`src/rtl/qrs_track_fsm.sv`:
```
// rtl/qrs_track_fsm.sv - R-peak tracking controller: learning, adaptive threshold, RR averaging, searchback
module qrs_track_fsm #(
    parameter int DATA_WIDTH  = 11,
    parameter int CTR_WIDTH   = 24,
    parameter int INIT_LEN    = 1080,
    parameter int TH_SHIFT    = 5,
    parameter int RR_DEPTH    = 8,
    parameter int REFRACT_LEN = 72
) (
    input  logic                  i_clk,
    input  logic                  i_nrst,
    input  logic                  i_ce,
    input  logic [CTR_WIDTH-1:0]  i_ctr,
    input  logic [DATA_WIDTH-1:0] i_amp,
    input  logic                  i_amp_valid,
    input  logic                  i_extremum_found,
    output logic                  o_qrs_search_en,
    output logic [DATA_WIDTH-1:0] o_qrs_threshold,
    output logic [CTR_WIDTH-1:0]  o_r_peak_sample_num,
    output logic [DATA_WIDTH-1:0] o_rr_period,
    output logic [DATA_WIDTH-1:0] o_rr_avg,
    output logic                  o_rr_valid,
    output logic                  o_beat_strobe,
    output logic                  o_missed_beat
);

    localparam int RR_LOG = $clog2(RR_DEPTH);
    localparam int SUM_W  = DATA_WIDTH + RR_LOG;
    localparam int LC_W   = $clog2(INIT_LEN + 1);
    localparam int RC_W   = $clog2(REFRACT_LEN + 1);
    localparam logic [DATA_WIDTH-1:0] DMAX = {DATA_WIDTH{1'b1}};

    typedef enum logic [2:0] {
        S_IDLE, S_LEARN, S_TH_INIT, S_SEARCH, S_UPD_TH, S_UPD_RR, S_REFRACT
    } state_t;

    state_t                state_q, state_d;
    logic [LC_W-1:0]       learn_cnt_q, learn_cnt_d;
    logic [DATA_WIDTH-1:0] learn_max_q, learn_max_d;
    logic [DATA_WIDTH-1:0] th_q, th_d;
    logic [DATA_WIDTH-1:0] peak_amp_q, peak_amp_d;
    logic [CTR_WIDTH-1:0]  peak_ctr_q, peak_ctr_d;
    logic [CTR_WIDTH-1:0]  r_peak_q, r_peak_d;
    logic                  have_prev_q, have_prev_d;
    logic [DATA_WIDTH-1:0] rr_period_q, rr_period_d;
    logic [DATA_WIDTH-1:0] rr_hist_q [RR_DEPTH];
    logic [DATA_WIDTH-1:0] rr_hist_d [RR_DEPTH];
    logic [RR_LOG-1:0]     rr_ptr_q, rr_ptr_d;
    logic [SUM_W-1:0]      rr_sum_q, rr_sum_d;
    logic [DATA_WIDTH-1:0] rr_avg_q, rr_avg_d;
    logic                  rr_valid_q, rr_valid_d;
    logic                  missed_q, missed_d;
    logic [RC_W-1:0]       refr_cnt_q, refr_cnt_d;
    logic                  strobe_q, strobe_d;

    logic [DATA_WIDTH:0]   th_upd_raw;
    logic [DATA_WIDTH-1:0] th_upd;
    logic [DATA_WIDTH-1:0] th_half;
    logic [DATA_WIDTH-1:0] learn_half;
    logic [CTR_WIDTH-1:0]  rr_raw;
    logic [DATA_WIDTH-1:0] rr_sat;
    logic [CTR_WIDTH-1:0]  since_peak;
    logic [DATA_WIDTH:0]   sb_limit;
    logic                  sb_trigger;

    // Leaky-integrator threshold update; (peak>>A)>>1 folds into a single shift.
    assign th_upd_raw = {1'b0, th_q}
                      - (DATA_WIDTH+1)'(th_q >> TH_SHIFT)
                      + (DATA_WIDTH+1)'(peak_amp_q >> (TH_SHIFT + 1));
    assign th_upd = (th_upd_raw > {1'b0, DMAX}) ? DMAX :
                    (th_upd_raw == '0) ? DATA_WIDTH'(1) : th_upd_raw[DATA_WIDTH-1:0];
    assign th_half    = (th_q[DATA_WIDTH-1:1] == '0) ? DATA_WIDTH'(1) : {1'b0, th_q[DATA_WIDTH-1:1]};
    assign learn_half = (learn_max_q[DATA_WIDTH-1:1] == '0) ? DATA_WIDTH'(1)
                                                            : {1'b0, learn_max_q[DATA_WIDTH-1:1]};

    // Modular subtraction keeps intervals correct across global counter wrap.
    assign rr_raw     = peak_ctr_q - r_peak_q;
    assign rr_sat     = (rr_raw > CTR_WIDTH'(DMAX)) ? DMAX : rr_raw[DATA_WIDTH-1:0];
    assign since_peak = i_ctr - r_peak_q;
    assign sb_limit   = {1'b0, rr_avg_q} + {2'b00, rr_avg_q[DATA_WIDTH-1:1]};
    assign sb_trigger = rr_valid_q && !missed_q && (since_peak > CTR_WIDTH'(sb_limit));

    always_comb begin
        state_d     = state_q;
        learn_cnt_d = learn_cnt_q;
        learn_max_d = learn_max_q;
        th_d        = th_q;
        peak_amp_d  = peak_amp_q;
        peak_ctr_d  = peak_ctr_q;
        r_peak_d    = r_peak_q;
        have_prev_d = have_prev_q;
        rr_period_d = rr_period_q;
        rr_hist_d   = rr_hist_q;
        rr_ptr_d    = rr_ptr_q;
        rr_sum_d    = rr_sum_q;
        rr_valid_d  = rr_valid_q;
        missed_d    = missed_q;
        refr_cnt_d  = refr_cnt_q;
        strobe_d    = 1'b0;

        case (state_q)
            S_IDLE: begin
                if (i_amp_valid) begin
                    state_d     = S_LEARN;
                    learn_cnt_d = '0;
                    learn_max_d = '0;
                end
            end
            S_LEARN: begin
                learn_cnt_d = learn_cnt_q + LC_W'(1);
                if (i_amp_valid && (i_amp > learn_max_q)) learn_max_d = i_amp;
                if (learn_cnt_q == LC_W'(INIT_LEN - 1)) state_d = S_TH_INIT;
            end
            S_TH_INIT: begin
                th_d    = learn_half;
                state_d = S_SEARCH;
            end
            S_SEARCH: begin
                if (i_extremum_found) begin
                    peak_amp_d = i_amp;
                    peak_ctr_d = i_ctr;
                    state_d    = S_UPD_TH;
                end else if (sb_trigger) begin
                    th_d     = th_half;
                    missed_d = 1'b1;
                end
            end
            S_UPD_TH: begin
                th_d    = th_upd;
                state_d = S_UPD_RR;
            end
            S_UPD_RR: begin
                r_peak_d = peak_ctr_q;
                if (have_prev_q) begin
                    rr_period_d = rr_sat;
                    rr_valid_d  = 1'b1;
                    if (!rr_valid_q) begin
                        for (int i = 0; i < RR_DEPTH; i++) rr_hist_d[i] = rr_sat;
                        rr_sum_d = SUM_W'(rr_sat) << RR_LOG;
                    end else begin
                        rr_hist_d[rr_ptr_q] = rr_sat;
                        rr_sum_d = rr_sum_q + SUM_W'(rr_sat) - SUM_W'(rr_hist_q[rr_ptr_q]);
                        rr_ptr_d = rr_ptr_q + RR_LOG'(1);
                    end
                end
                have_prev_d = 1'b1;
                missed_d    = 1'b0;
                refr_cnt_d  = '0;
                strobe_d    = 1'b1;
                state_d     = S_REFRACT;
            end
            S_REFRACT: begin
                if (refr_cnt_q == RC_W'(REFRACT_LEN - 1)) state_d = S_SEARCH;
                else refr_cnt_d = refr_cnt_q + RC_W'(1);
            end
            default: state_d = S_IDLE;
        endcase

        rr_avg_d = rr_sum_d[SUM_W-1:RR_LOG];
    end

    always_ff @(posedge i_clk) begin
        if (!i_nrst) begin
            state_q     <= S_IDLE;
            learn_cnt_q <= '0;
            learn_max_q <= '0;
            th_q        <= '0;
            peak_amp_q  <= '0;
            peak_ctr_q  <= '0;
            r_peak_q    <= '0;
            have_prev_q <= 1'b0;
            rr_period_q <= '0;
            for (int i = 0; i < RR_DEPTH; i++) rr_hist_q[i] <= '0;
            rr_ptr_q    <= '0;
            rr_sum_q    <= '0;
            rr_avg_q    <= '0;
            rr_valid_q  <= 1'b0;
            missed_q    <= 1'b0;
            refr_cnt_q  <= '0;
            strobe_q    <= 1'b0;
        end else if (i_ce) begin
            state_q     <= state_d;
            learn_cnt_q <= learn_cnt_d;
            learn_max_q <= learn_max_d;
            th_q        <= th_d;
            peak_amp_q  <= peak_amp_d;
            peak_ctr_q  <= peak_ctr_d;
            r_peak_q    <= r_peak_d;
            have_prev_q <= have_prev_d;
            rr_period_q <= rr_period_d;
            rr_hist_q   <= rr_hist_d;
            rr_ptr_q    <= rr_ptr_d;
            rr_sum_q    <= rr_sum_d;
            rr_avg_q    <= rr_avg_d;
            rr_valid_q  <= rr_valid_d;
            missed_q    <= missed_d;
            refr_cnt_q  <= refr_cnt_d;
            strobe_q    <= strobe_d;
        end
    end

    assign o_qrs_search_en     = (state_q == S_SEARCH);
    assign o_qrs_threshold     = th_q;
    assign o_r_peak_sample_num = r_peak_q;
    assign o_rr_period         = rr_period_q;
    assign o_rr_avg            = rr_avg_q;
    assign o_rr_valid          = rr_valid_q;
    assign o_beat_strobe       = strobe_q;
    assign o_missed_beat       = missed_q;

endmodule
```
`config.mk`:
```
export PLATFORM = sky130hd
export DESIGN_NAME = qrs_track_fsm
export DESIGN_NICKNAME = d
export VERILOG_FILES = /design/src/rtl/qrs_track_fsm.sv
export SDC_FILE = /design/constraint.sdc
export NUM_CORES = 1
export LEC_CHECK = 0
export ABC_CLOCK_PERIOD_IN_PS = 12250
export CAP_MARGIN = 20
export CORE_MARGIN = 2
export CORE_UTILIZATION = 42
export DETAILED_ROUTE_END_ITERATION = 6
export PLACE_DENSITY = 0.65
export SYNTH_ARGS = -nofsm -noshare
export SYNTH_HDL_FRONTEND = slang
export SYNTH_SLANG_ARGS = --single-unit
export TNS_END_PERCENT = 1
```
`constraint.sdc`:
```
create_clock -name i_clk -period 12.25 [get_ports i_clk]
set_input_delay 1.8375 -clock i_clk [delete_from_list [all_inputs] [get_ports i_clk]]
set_output_delay 1.8375 -clock i_clk [all_outputs]
set_load 0.03 [all_outputs]
```
# == Word level (Yosys, flattened, before mapping) ==
# Index checks and enable logic that the tools add are counted.
# totals
ff_bits,222
out_inout_bits,61
in_bits,40
# classes
n_lt_le_gt_ge,6
muxes,31
bitwise,1
eq_ne,16
reduce_logical,23
addsub,10
# ops
cell,count
11-bit 2-to-1 mux,10
88-bit bitwise mux,1
88-bit 2-to-1 mux,1
24-bit subtractor,2
11-bit one-hot mux with 2 select lines,2
11-bit binary-select mux with 3-bit select,1
11-bit demux with 3-bit select,1
11-bit one-hot mux with 3 select lines,1
24-bit by 11-bit > comparator with 1-bit output (second input constant),1
24-bit by 12-bit > comparator with 1-bit output,1
3-bit one-hot mux with 7 select lines,1
10-bit logical NOT,2
10-bit 2-to-1 mux,2
4-bit AND reduction,4
14-bit by 11-bit adder with 14-bit output,1
14-bit 2-to-1 mux,1
2-bit != test (second input constant),7
7-bit one-hot mux with 2 select lines,1
14-bit by 11-bit subtractor with 14-bit output,1
11-bit by 10-bit adder with 12-bit output,1
12-bit by 5-bit adder with 12-bit output,1
12-bit by 11-bit > comparator with 1-bit output (second input constant),1
12-bit logical NOT,1
3-bit 2-to-1 mux,4
25 further kinds,38

# == Logic depth before layout (Yosys ltp) ==
# depth
depth_word,7
mapped_depth,27
depth_no_buf,26

# == Least setup slack after synthesis ==
# No wires, ideal clock.
# synth_timing
path_kind,register to register
from,"register r_peak_q[0], in the netlist o_r_peak_sample_num[0]"
to,register rr_sum_q[12]
required_time_ns,12.116
slack_ns,6.336
path_stages_with_launch,25
arrival_time_ns,5.780
setup_time_ns,0.134
cell_sequence,dfxtp_1 -> ha_1 -> inv_1 -> fa_1 -> a21o_1 -> a221oi_2 -> o21a_1 -> o21ai_0 -> a311o_1 -> nor4_2 -> nand4_4 -> nor4_1 -> buf_2 -> fa_1 -> inv_1 -> ha_1 -> nor2b_1 -> o21ai_0 -> a21oi_1 -> o211ai_1 -> a21oi_1 -> or3_1 -> a31o_2 -> a31oi_1 -> o21ai_1
# synth_between
elab_chain_len,6
# synth_lines
element,line,text
from (decl),43,"logic [CTR_WIDTH-1:0] r_peak_q, r_peak_d;"
from (signal assigned),188,r_peak_q <= r_peak_d;
24-bit subtractor (*),77,assign rr_raw = peak_ctr_q - r_peak_q;
24-bit by 11-bit > comparator with 1-bit output,78,assign rr_sat = (rr_raw > CTR_WIDTH'(DMAX)) ? DMAX : rr_raw[DATA_WIDTH-1:0];
11-bit 2-to-1 mux (*),78,
14-bit by 11-bit adder with 14-bit output,142,rr_sum_d = rr_sum_q + SUM_W'(rr_sat) - SUM_W'(rr_hist_q[rr_ptr_q]);
14-bit by 11-bit subtractor with 14-bit output,142,
14-bit 2-to-1 mux (*),137,if (!rr_valid_q) begin
to (signal assigned),193,rr_sum_q <= rr_sum_d;
to (decl),49,"logic [SUM_W-1:0] rr_sum_q, rr_sum_d;"
# Mark *: on every way between the ends. The rest lies on a longest branch, timed or not.
# A chain may end at the register's enable or synchronous reset.

# == Worst setup path after layout ==
# Ends and elaborated chain as after synthesis.

==> flow_metrics.tcl <==
set metrics [dict create \
    worstHoldStart "rr_sum_q[2]" \
    clock_sinks 216 \
    synth_top_area_share_pct 30.2 \
    p_leak_nw 6.32 \
    syn_to_final_growth_pct 15.2 \
    ir_worst_vdd_mv 0.0948 \
    synthArstFlopShare_pct 0 \
    netlist_top_cells_area "dfxtp_1, ha_1, a21oi_1, o21ai_0, nand2_1" \
    hpwlAfterDp_microns 32500 \
    end_kind "register" \
    ant_nets 0 \
    cts_resized 0 \
    overflow 0 \
    finalHoldViolations 0 \
    synth_edf_count 0 \
    post_cts_buffers 0 \
    postCtsHoldBufs 0 \
    crit_start "o_r_peak_sample_num[0]" \
    yosysSeqAreaShare_pct 30.2 \
    dieArea_sq_mm 0.0355 \
    drv_cap 0 \
    cts_tree "done" \
    crit_fanout 18 \
    numCtsBuffers 26 \
    root_buffer "clkbuf_16" \
    grt.total_usage_pct 24.3 \
    nets 2026 \
    holdWs_ns 0.459 \
    ys.flop_type "dfxtp_1" \
    routabilityCongestion 0.930 \
    drc 0 \
    p_sw_w 0.000649 \
    finalClockSkew_ns 0.00913 \
    first_pass_iters 6 \
    report.final.slew_viol_count 0 \
    cts_buffer_depth 3 \
    core_area_sq_mm 0.0335 \
    htree_levels 1 \
    finalCritPeriodShare_pct 53.7 \
    pwr-share-comb_pct 27.9 \
    antenna_found_initial 1 \
    syn_area_sq_mm 0.0143 \
    drt-total-wl_microns 44200 \
    grt_pass1_vias 12700 \
    synth.net_count 1981 \
    avgSynthCellArea_sq_um 7.90 \
    cp-start-kind "register" \
    ys_ff_latch 216 \
    yosysWarnings 0 \
    pwr_density_cell_mw_per_mm2 125 \
    fmax_mhz 152 \
    period_needed_ns 6.58 \
    setup-tns-final_ns 0 \
    worstSetupPathType "register to register" \
    grt_max_degree 110 \
    synth_top_area_cell "dfxtp_1" \
    vias 13527 \
    via_per_inst 5.83 \
    rsz0062_at_grt "false" \
    post_drt_wl_per_cell_microns 19.1 \
    num_rows 67 \
    initial_core_util_pct 42.6 \
    insertion_delay_ns 0.55 \
    worst_slew_pin_slew_ns 0.982 \
    intPower_w 0.00141 \
    swShare_pct 31.6 \
    status "finished clean" \
    drive_gt1_share_pct 5.99 \
    port_buffers 100 \
    setup_viol 0 \
    fp.dieW_microns 189 \
    ys_types 77 \
    boundaryPins 101 \
    clkSlewWorstSetupHoldPaths_ns 0.06 \
    dieHeight_microns 189 \
    required_ns 12.65 \
    r2r_start "o_r_peak_sample_num[0]" \
    drt_iter0_markers 1176 \
    cp.arrival_ns 6.98 \
    slew_headroom_pct 34.5 \
    synth_cells 1810 \
    worstHoldPathType "register to register" \
    final_cell_mix "a21oi_1, dfxtp_1, nand2_1" \
    pwr-share-clk_pct 37.6 \
    final_common_cell "a21oi_1" \
    grt_pass1_wl_microns 69800 \
    p_seq_share_pct 34.5 \
]
-- logic make-up (layout without fill, tap and decap cells) --
group	Yosys count	after routing	synth area share, %
other	0	1	0
flip-flops	216	216	30.2
buffers and inverters	233	294	6.54
multiplexers	26	26	2.40
AO/OA/AOI/OAI	634	634	26.8
AND/OR/NAND/NOR	504	504	17.5
adder cells (fa/ha/maj)	131	131	12.5
XOR/XNOR	66	66	4.09
-- power by group through the flow --
| stage | logic [W] | clock network (W) | registers, W |
|---|---|---|---|
| 2_1_floorplan | 0.000427 | 0 | 0.000725 |
| 3_3_place_gp | 0.000560 | 0 | 0.000725 |
| 3_5_place_dp | 0.000566 | 0 | 0.000725 |
| 4_1_cts | 0.000569 | 0.000785 | 0.000710 |
| 5_1_grt | 0.000634 | 0.000817 | 0.000710 |
| 6_report | 0.000574 | 0.000773 | 0.000710 |
-- flip-flops by register name (all words and copies together), names as in the netlist, 7 cells and up --
| register | cells |
|---|---|
| rr_sum_q | 14 |
| rr_hist_q | 88 |
| o_qrs_threshold | 11 |
| o_rr_period | 11 |
| learn_cnt_q | 11 |
| o_r_peak_sample_num | 24 |
| refr_cnt_q | 7 |
| peak_ctr_q | 24 |
| learn_max_q | 11 |
-- synth_stat cells (18+ instances only) --
cell      count
a21oi_1     271
dfxtp_1     216
nand2_1     208
o21ai_0     156
inv_1       125
ha_1        112
nor2_1       95
clkbuf_1     82
nand3_1      43
xnor2_1      42
a21o_1       27
nor3_1       23
xor2_1       23
or3_1        22
fa_1         19
nand4_1      18
o211ai_1     18
-- cell type report --
class / instances / area (sq um)
Antenna cell: 1 / 2.50
Clock buffer: 35 / 744
Clock inverter: 9 / 114
Fill cell: 3264 / 17100
Inverter: 125 / 469
Multi-Input combinational cell: 1361 / 9080
Sequential cell: 216 / 4320
Tap cell: 448 / 561
Timing Repair Buffer: 125 / 1180
-- through the flow --
step / utilization [%] / instances / total power, W / instance area [sq um] / setup slack, ns
after floorplan: - / 1810 / 0.00115 / 14300 / 6.34
after global placement: 46.6 / 2274 / 0.00129 / 15600 / 5.96
after detailed placement: 46.6 / 2275 / 0.00129 / 15600 / 5.83
after CTS: 49.1 / 2319 / 0.00206 / 16500 / 5.79
after global routing: 49.1 / 2319 / 0.00216 / 16500 / 5.09
final: 49.1 / 2320 / 0.00206 / 16500 / 5.67
-- final timing paths --
check	to	slack, ns	cells after the start
max	rr_sum_q[12]	5.67	25
min	rr_sum_q[2]	0.46	2
max reg2reg	rr_sum_q[12]	5.67	25
min reg2reg	rr_sum_q[2]	0.46	2
-- worst max-delay path, cell delays in order, from the launching register on --
cell and delay, ns:
dfxtp_1 0.39, ha_1 0.18, inv_1 0.05, fa_1 0.40, a21o_1 0.20, a221oi_2 0.41, o21a_1 0.21, o21ai_0 0.09
a311o_1 0.36, nor4_2 0.42, nand4_4 0.44, nor4_4 0.88, ha_1 0.26, inv_1 0.04, ha_1 0.21, inv_1 0.08
fa_1 0.21, nor2b_1 0.05, o21ai_0 0.20, a21oi_1 0.14, o211ai_1 0.22, a21oi_1 0.12, or3_1 0.40, a31o_2 0.21
a31oi_1 0.15, o21ai_1 0.08
-- routing by layer --
metal | GRT usage, % | up-vias | part of all wire (%)
met1 | 33.1 | 6384 | 45
met2 | 37.9 | 455 | 44
met4 | 8.29 | 0 | 3.0
met5 | 0 | - | 0
li1 | - | 6597 | -
met3 | 5.61 | 91 | 7.9
Note: power is estimated with default switching activity, not from simulation.
